<file path="config.mk">
export PLATFORM = sky130hd
export DESIGN_NAME = alu_issue
export DESIGN_NICKNAME = d
export VERILOG_FILES = /design/src/rtl/alu_issue.sv
export SDC_FILE = /design/constraint.sdc
export NUM_CORES = 1
export LEC_CHECK = 0
export ABC_AREA = 1
export ABC_CLOCK_PERIOD_IN_PS = 4700
export CORE_AREA = 2 2 191 193
export CTS_BUF_LIST = sky130_fd_sc_hd__clkbuf_4 sky130_fd_sc_hd__clkbuf_8 sky130_fd_sc_hd__clkbuf_16
export DETAILED_ROUTE_END_ITERATION = 8
export DIE_AREA = 0 0 193 195
export HOLD_SLACK_MARGIN = 0.08
export PLACE_DENSITY_LB_ADDON = 0.1
export SKIP_LAST_GASP = 1
export SYNTH_ARGS = -nofsm -noshare
export SYNTH_HDL_FRONTEND = slang
export SYNTH_SLANG_ARGS = --single-unit
export TNS_END_PERCENT = 1
</file>
<file path="constraint.sdc">
create_clock -name clk -period 4.7 [get_ports clk]
set_input_delay 0.94 -clock clk [delete_from_list [all_inputs] [get_ports clk]]
set_output_delay 0.94 -clock clk [all_outputs]
set_load 0.01 [all_outputs]
</file>
<file path="src/rtl/alu_issue.sv">
// Execute-issue register in front of the combinational ALU: valid/ready intake,
// operand select with write-back forwarding, x0 zeroing and shift-amount masking.
module alu_issue #(
  parameter int XLEN = 64
) (
  input  logic            clk,
  input  logic            rst,
  input  logic            flush,
  input  logic            in_valid,
  output logic            in_ready,
  input  logic [4:0]      in_rs1,
  input  logic [4:0]      in_rs2,
  input  logic [XLEN-1:0] in_rs1_val,
  input  logic [XLEN-1:0] in_rs2_val,
  input  logic [XLEN-1:0] in_imm,
  input  logic [XLEN-1:0] in_pc,
  input  logic            in_asel,
  input  logic            in_bsel,
  input  logic [3:0]      in_alusel,
  input  logic [4:0]      in_rd,
  input  logic            in_rd_we,
  input  logic            fwd_valid,
  input  logic [4:0]      fwd_rd,
  input  logic [XLEN-1:0] fwd_data,
  output logic            out_valid,
  input  logic            out_ready,
  output logic [XLEN-1:0] x,
  output logic [XLEN-1:0] y,
  output logic [3:0]      alusel,
  output logic [4:0]      out_rd,
  output logic            out_rd_we
);

  // ALU op encoding shared with the ALU (const.h).
  localparam logic [3:0] SEL_ADD  = 4'd0;
  localparam logic [3:0] SEL_SUB  = 4'd1;
  localparam logic [3:0] SEL_SLL  = 4'd2;
  localparam logic [3:0] SEL_SLT  = 4'd3;
  localparam logic [3:0] SEL_SLTU = 4'd4;
  localparam logic [3:0] SEL_XOR  = 4'd5;
  localparam logic [3:0] SEL_SRL  = 4'd6;
  localparam logic [3:0] SEL_SRA  = 4'd7;
  localparam logic [3:0] SEL_OR   = 4'd8;
  localparam logic [3:0] SEL_AND  = 4'd9;

  // Handshake: a transfer happens on a rising edge where valid && ready are both
  // high; the producer keeps its payload stable while valid is high and ready low,
  // and ready never depends combinationally on the same-side valid.

  function automatic logic is_shift(input logic [3:0] sel);
    return (sel == SEL_SLL) || (sel == SEL_SRL) || (sel == SEL_SRA);
  endfunction

  function automatic logic [XLEN-1:0] shamt_mask(input logic [3:0] sel,
                                                 input logic [XLEN-1:0] v);
    logic [XLEN-1:0] r;
    r = v;
    if (is_shift(sel)) r = {{(XLEN-6){1'b0}}, v[5:0]};
    return r;
  endfunction

  function automatic logic fwd_hit(input logic [4:0] idx);
    return fwd_valid && (fwd_rd != 5'd0) && (fwd_rd == idx);
  endfunction

  function automatic logic [XLEN-1:0] resolve(input logic [4:0] idx,
                                              input logic [XLEN-1:0] rf_val);
    logic [XLEN-1:0] r;
    if (idx == 5'd0)       r = '0;
    else if (fwd_hit(idx)) r = fwd_data;
    else                   r = rf_val;
    return r;
  endfunction

  // Source description of the held instruction, needed for snooping.
  logic            asel_q;
  logic            bsel_q;
  logic [4:0]      rs1_q;
  logic [4:0]      rs2_q;

  logic            accept;
  logic            load;
  logic            hold;
  logic            snoop_x;
  logic            snoop_y;
  logic [XLEN-1:0] src1;
  logic [XLEN-1:0] src2;
  logic [XLEN-1:0] x_load;
  logic [XLEN-1:0] y_load;
  logic            valid_next;

  always_comb begin
    in_ready = !out_valid || out_ready;
    accept   = in_valid && in_ready;
    load     = accept && !flush;
    hold     = out_valid && !out_ready && !flush;

    src1   = resolve(in_rs1, in_rs1_val);
    src2   = resolve(in_rs2, in_rs2_val);
    x_load = in_asel ? in_pc : src1;
    y_load = shamt_mask(in_alusel, in_bsel ? in_imm : src2);

    snoop_x = hold && !asel_q && fwd_hit(rs1_q);
    snoop_y = hold && !bsel_q && fwd_hit(rs2_q);

    // Flush wins over everything; a held instruction stays live.
    valid_next = 1'b0;
    if (flush)     valid_next = 1'b0;
    else if (load) valid_next = 1'b1;
    else if (hold) valid_next = 1'b1;
  end

  always_ff @(posedge clk or posedge rst) begin
    if (rst) begin
      out_valid <= 1'b0;
      x         <= '0;
      y         <= '0;
      alusel    <= '0;
      out_rd    <= '0;
      out_rd_we <= 1'b0;
      asel_q    <= 1'b0;
      bsel_q    <= 1'b0;
      rs1_q     <= '0;
      rs2_q     <= '0;
    end else begin
      out_valid <= valid_next;
      if (load) begin
        x         <= x_load;
        y         <= y_load;
        alusel    <= in_alusel;
        out_rd    <= in_rd;
        out_rd_we <= in_rd_we;
        asel_q    <= in_asel;
        bsel_q    <= in_bsel;
        rs1_q     <= in_rs1;
        rs2_q     <= in_rs2;
      end else begin
        // A stalled instruction picks up late write-backs it would otherwise miss.
        if (snoop_x) x <= fwd_data;
        if (snoop_y) y <= shamt_mask(alusel, fwd_data);
      end
    end
  end

endmodule

</file>
# Word-level counts from Yosys, hierarchy flattened
# Cells that the tools add are included.
# word_totals
reg_bits,151
latchBits,0
mem_bits_rw,0
mem_bits_ro,0
input_bits,353
out_inout_bits,140
elab_cells,63
memories,0
# op_classes
addsub,0
multipliers,0
div_mod_pow,0
order_cmp,0
n_eq_ne,10
n_shift,0
mux,15
bitwise_logic,0
n_reduce_logical,28
# op_table
operator,count
2-to-1 mux 64 bit,12
== test 5 bit,4
"== test 4 x 3 -> 1 bit, second input constant",4
logical AND 1 bit,13
logical NOT 5 bit,2
"== test 4 x 2 -> 1 bit, second input constant",2
logical NOT 1 bit,5
logical OR 1 bit,5
nonzero test 5 bit,1
nonzero test 2 bit,2
2-to-1 mux 1 bit,3

# Depth between registers and ports, before layout
# logic_depth
ltp_word,8
mapped_depth,13
ltp_nobuf,11

# Least setup slack after synthesis
# No wires, ideal clock.
# synth_path
path_type,input to register
start,input port fwd_rd[4]
end,register y[6]
setup_ns,0.121
arrival_ns,2.088
t_required_ns,4.579
slack_ns,2.491
stages,10
n_path_buf,3
cell_sequence,buf_2 -> xor2_1 -> nor2_2 -> buf_4 -> buf_2 -> nand4_1 -> nand3_1 -> nand2_1 -> nand2_1 -> a21oi_1
# synth_via
elab_chain_len,8
word_cells_on_any_way,13
classes_between,eq/ne: 2; mux: 5; reduce/logical: 6
# synth_lines
element,line,rtl
start: declaration,23,"input logic [4:0] fwd_rd,"
nonzero test 5 bit,63,return fwd_valid && (fwd_rd != 5'd0) && (fwd_rd == idx);
logical AND 1 bit (2 in a row),63,
2-to-1 mux 64 bit,70,else if (fwd_hit(idx)) r = fwd_data;
2-to-1 mux 64 bit,69,if (idx == 5'd0) r = '0;
2-to-1 mux 64 bit,101,"y_load = shamt_mask(in_alusel, in_bsel ? in_imm : src2);"
2-to-1 mux 64 bit,58,"if (is_shift(sel)) r = {{(XLEN-6){1'b0}}, v[5:0]};"
2-to-1 mux 64 bit,127,if (load) begin
end signal: assignment,129,y <= y_load;
end signal: assignment,140,"if (snoop_y) y <= shamt_mask(alusel, fwd_data);"
end: declaration,28,"output logic [XLEN-1:0] y,"
# Several ways; a longest one is shown, not always the timed one.
# A chain may end at the register's enable or synchronous reset.

# Worst setup path after layout
# layout_path
start,input port fwd_rd[2]
end,register x[17]
# layout_via
elab_chain_len,7
word_cells_on_any_way,12
classes_between,eq/ne: 2; mux: 4; reduce/logical: 6
# layout_lines
element,line,rtl
nonzero test 5 bit,63,
logical AND 1 bit (2 in a row),63,
2-to-1 mux 64 bit,70,
2-to-1 mux 64 bit,69,
2-to-1 mux 64 bit,100,x_load = in_asel ? in_pc : src1;
2-to-1 mux 64 bit,127,
end signal: assignment,128,x <= x_load;
end signal: assignment,139,if (snoop_x) x <= fwd_data;
end: declaration,27,"output logic [XLEN-1:0] x,"
# Several ways; a longest one is shown, not always the timed one.

==> impl_metrics.yaml <==
run_status:
  outcome: "complete, no violations"
synthesis:
  syn_inst: 1748
  yosysSeqAreaShare: 0.345
  synth_most_common_cell: "nand2_1"
  ys_top_cells_by_count: "514 x nand2_1, 266 x nand3_1, 202 x inv_1"
  synth_area_per_cell_um2: 6.26
  synth-edff-count: 0
  synth_warnings: 0
  syn_area_mm2: 0.0109
  synth.area.top_cells: "dfrtp_1 35%, nand2_1 18%, nand3_1 12%"
  synth_flop_cell: "dfrtp_1"
  synth_cell_types: 26
  post-synth-top-area-fraction: 0.345
  ys_ff_latch: 151
  synth_fp_nets: 2101
  synth.largest_area_cell: "dfrtp_1"
  synth-async-reset-ratio: 1.00
floorplan:
  start_util: 0.309
  num_rows: 69
  die_area_mm2: 0.0376
  die_w_um: 193
  coreArea_mm2: 0.0354
  dieHeight_um: 195
  io-pin-count: 493
pwr:
  powerDensity_mw_per_mm2: 294
  intPower_uw: 3250
  swShare: 0.338
  fin_total_pwr_uw: 4920
  pwr-share-comb: 0.367
  power_frac_seq: 0.344
  power.switching_uw: 1660
  power_leakage_uw: 0.00798
  clkPwrFrac: 0.289
  max-vdd-ir-drop_v: 0.000257
global_routing:
  grt.total_usage: 0.274
  overflow: 0
  first_global_vias: 12900
  grt_max_degree: 103
  antenna_found_initial: 7
  grt_pass1_wl_mm: 78.7
placed_design:
  port-buffer-count: 492
  dp_hpwl_mm: 35.7
  finalWeightedCongestion: 0.877
  place_area_mm2: 0.0161
  dp.cells: 2586
timing:
  slew_headroom: 0.302
  finalHoldViolCount: 0
  setup_violations: 0
  worst_pin_slew_ns: 1.05
  post-route-min-period_ns: 3.16
  rsz0062_at_grt: "false"
  fin_crit_sh: 0.672
  drv_slew: 0
  hold_slack_ns: 0.486
  finClkSkew_ns: 0.0183
  max_freq_mhz: 317
  setup_tns_ns: 0
critical_path:
  cpMaxStageDelayCell: "clkdlybuf4s50_1"
  critical_path_class: "input pin to register"
  crit_path_max_incr_delay_ns: 0.63
  cp.required_ns: 5.06
  startpoint: "fwd_rd[2]"
  crit_path_start_kind: "input pin"
  cp_num_buf_inv: 4
  crit_family: "buffers and inverters"
  arrival_ns: 3.52
  path_cells: "clkdlybuf4s50_1, nor2_1, nand3_1, nand2_1, inv_2, buf_4, nand3_4, nand2_2, buf_12, nand2_1, nand3_1"
  crit-reg2reg-launch: "out_valid"
  worstSetupEndpointType: "register"
  crit_fanout: 43
drt:
  avgRoutedWirePerCell_um: 20.2
  vias: 13400
  drc: 0
  drt_first_iter_violations: 990
  ant_nets: 0
  drt_pass1_iterations: 6
  drt_wl_total_mm: 53.0
  post_drt_via_cell_ratio: 5.11
clocking:
  cts_root_buf: "clkbuf_16"
  cts.sinks: 151
  cts_buffers: 17
  cts_resized: 0
  clk_latency_ns: 0.44
  cts.path.max_buffers: 2
  htree_levels: 4
  clkTransAtPathRegs_ns: 0.07
  holdBufCountCts: 0
  cts_tree: "built"
  postCtsSetupRepairBufs: 0
run:
  cap_viol_max_count: 0
min_path:
  min_path_type: "register to register"
  hold_start: "out_rd[3]"
cells_and_area:
  final_layout_size_suffix_gt1_frac: 0.0366
  instances_no_fill: 2625
  nets: 2497
  syn2layout_area_growth_pct: 52.7
  fin_area_mm2: 0.0167
cells by family (layout without fill, tap and decap cells):
group | after synthesis | in the layout | share of synthesized area
other | 0 | 7 | 0
AO/OA/AOI/OAI | 206 | 206 | 0.112
XOR/XNOR | 11 | 11 | 0.00880
flip-flops | 151 | 151 | 0.345
buffers and inverters | 344 | 753 | 0.131
AND/OR/NAND/NOR | 1036 | 1036 | 0.403
power by group through the flow:
stage	combinational [uW]	clock, uW	sequential [uW]
2_1_floorplan	633	0	1800
4_1_cts	1820	1440	1690
5_1_grt	1950	1500	1720
3_3_place_gp	1800	0	1710
3_5_place_dp	1810	0	1710
6_report	1810	1420	1690
metal layers:
layer / routed length, um / track usage / vias to the layer above
met5: 0 / 0 / -
met4: 1670 / 0.106 / 0
met3: 4440 / 0.0554 / 69
met2: 25400 / 0.456 / 638
met1: 21500 / 0.348 / 6286
li1: - / - / 6427
sequential cells by signal (all words and copies together) (netlist names):
name       cells
alusel         4
asel_q         1
bsel_q         1
out_rd         5
out_rd_we      1
out_valid      1
rs1_q          5
rs2_q          5
x             64
y             64
worst reg2reg max path: cells and delay by family, from the launching register on:
family,cells,cell delay (ns)
and+or+nand+nor,7,0.62
AOI/OAI and AO/OA,1,0.15
DFF,1,0.40
buffers and inverters,2,1.15
cells in the final DEF (no fill, tap or decap), drive strengths merged:
cell type and instances:
bufinv 2, xnor2 1, a21oi 60, nor3b 1, clkinv 6, nor2 184
nand3 267, o22ai 1, nand4 60, clkinvlp 4, diode 7, clkbuf 21
dfrtp 151, buf 26, a31oi 1, xor2 10, o211ai 71, nor3 5
o21ai 72, clkdlybuf4s50 490, or2 5, nand2 514, inv 204, a311oi 1
final cells by class:
type	count	area, um2
diodes	7	17.5
clock buffers	21	455
clock inverters	11	128
fillers	3687	18700
inverters	205	778
multi-input cells	1253	5810
flip-flops and latches	151	3780
well taps	461	577
repair buffers	516	5170
stage by stage:
step	utilization	setup slack [ns]
2_1_floorplan	-	1.86
3_3_place_gp	0.455	1.17
3_5_place_dp	0.455	1.12
4_1_cts	0.472	1.59
5_1_grt	0.472	1.34
6_report	0.472	1.54
final timing paths:
path / to / slack (ns) / cells past startpoint
max in group asynchronous: x[20] / 2.90 / 3
worst min register to register: out_rd[3] / 0.49 / 2
min in group asynchronous: alusel[0] / 0.87 / 2
worst max register to register: y[46] / 2.30 / 10
worst max-delay path: x[17] / 1.54 / 11
worst min-delay path: out_rd[3] / 0.49 / 2
(Power assumes the default switching activity.)
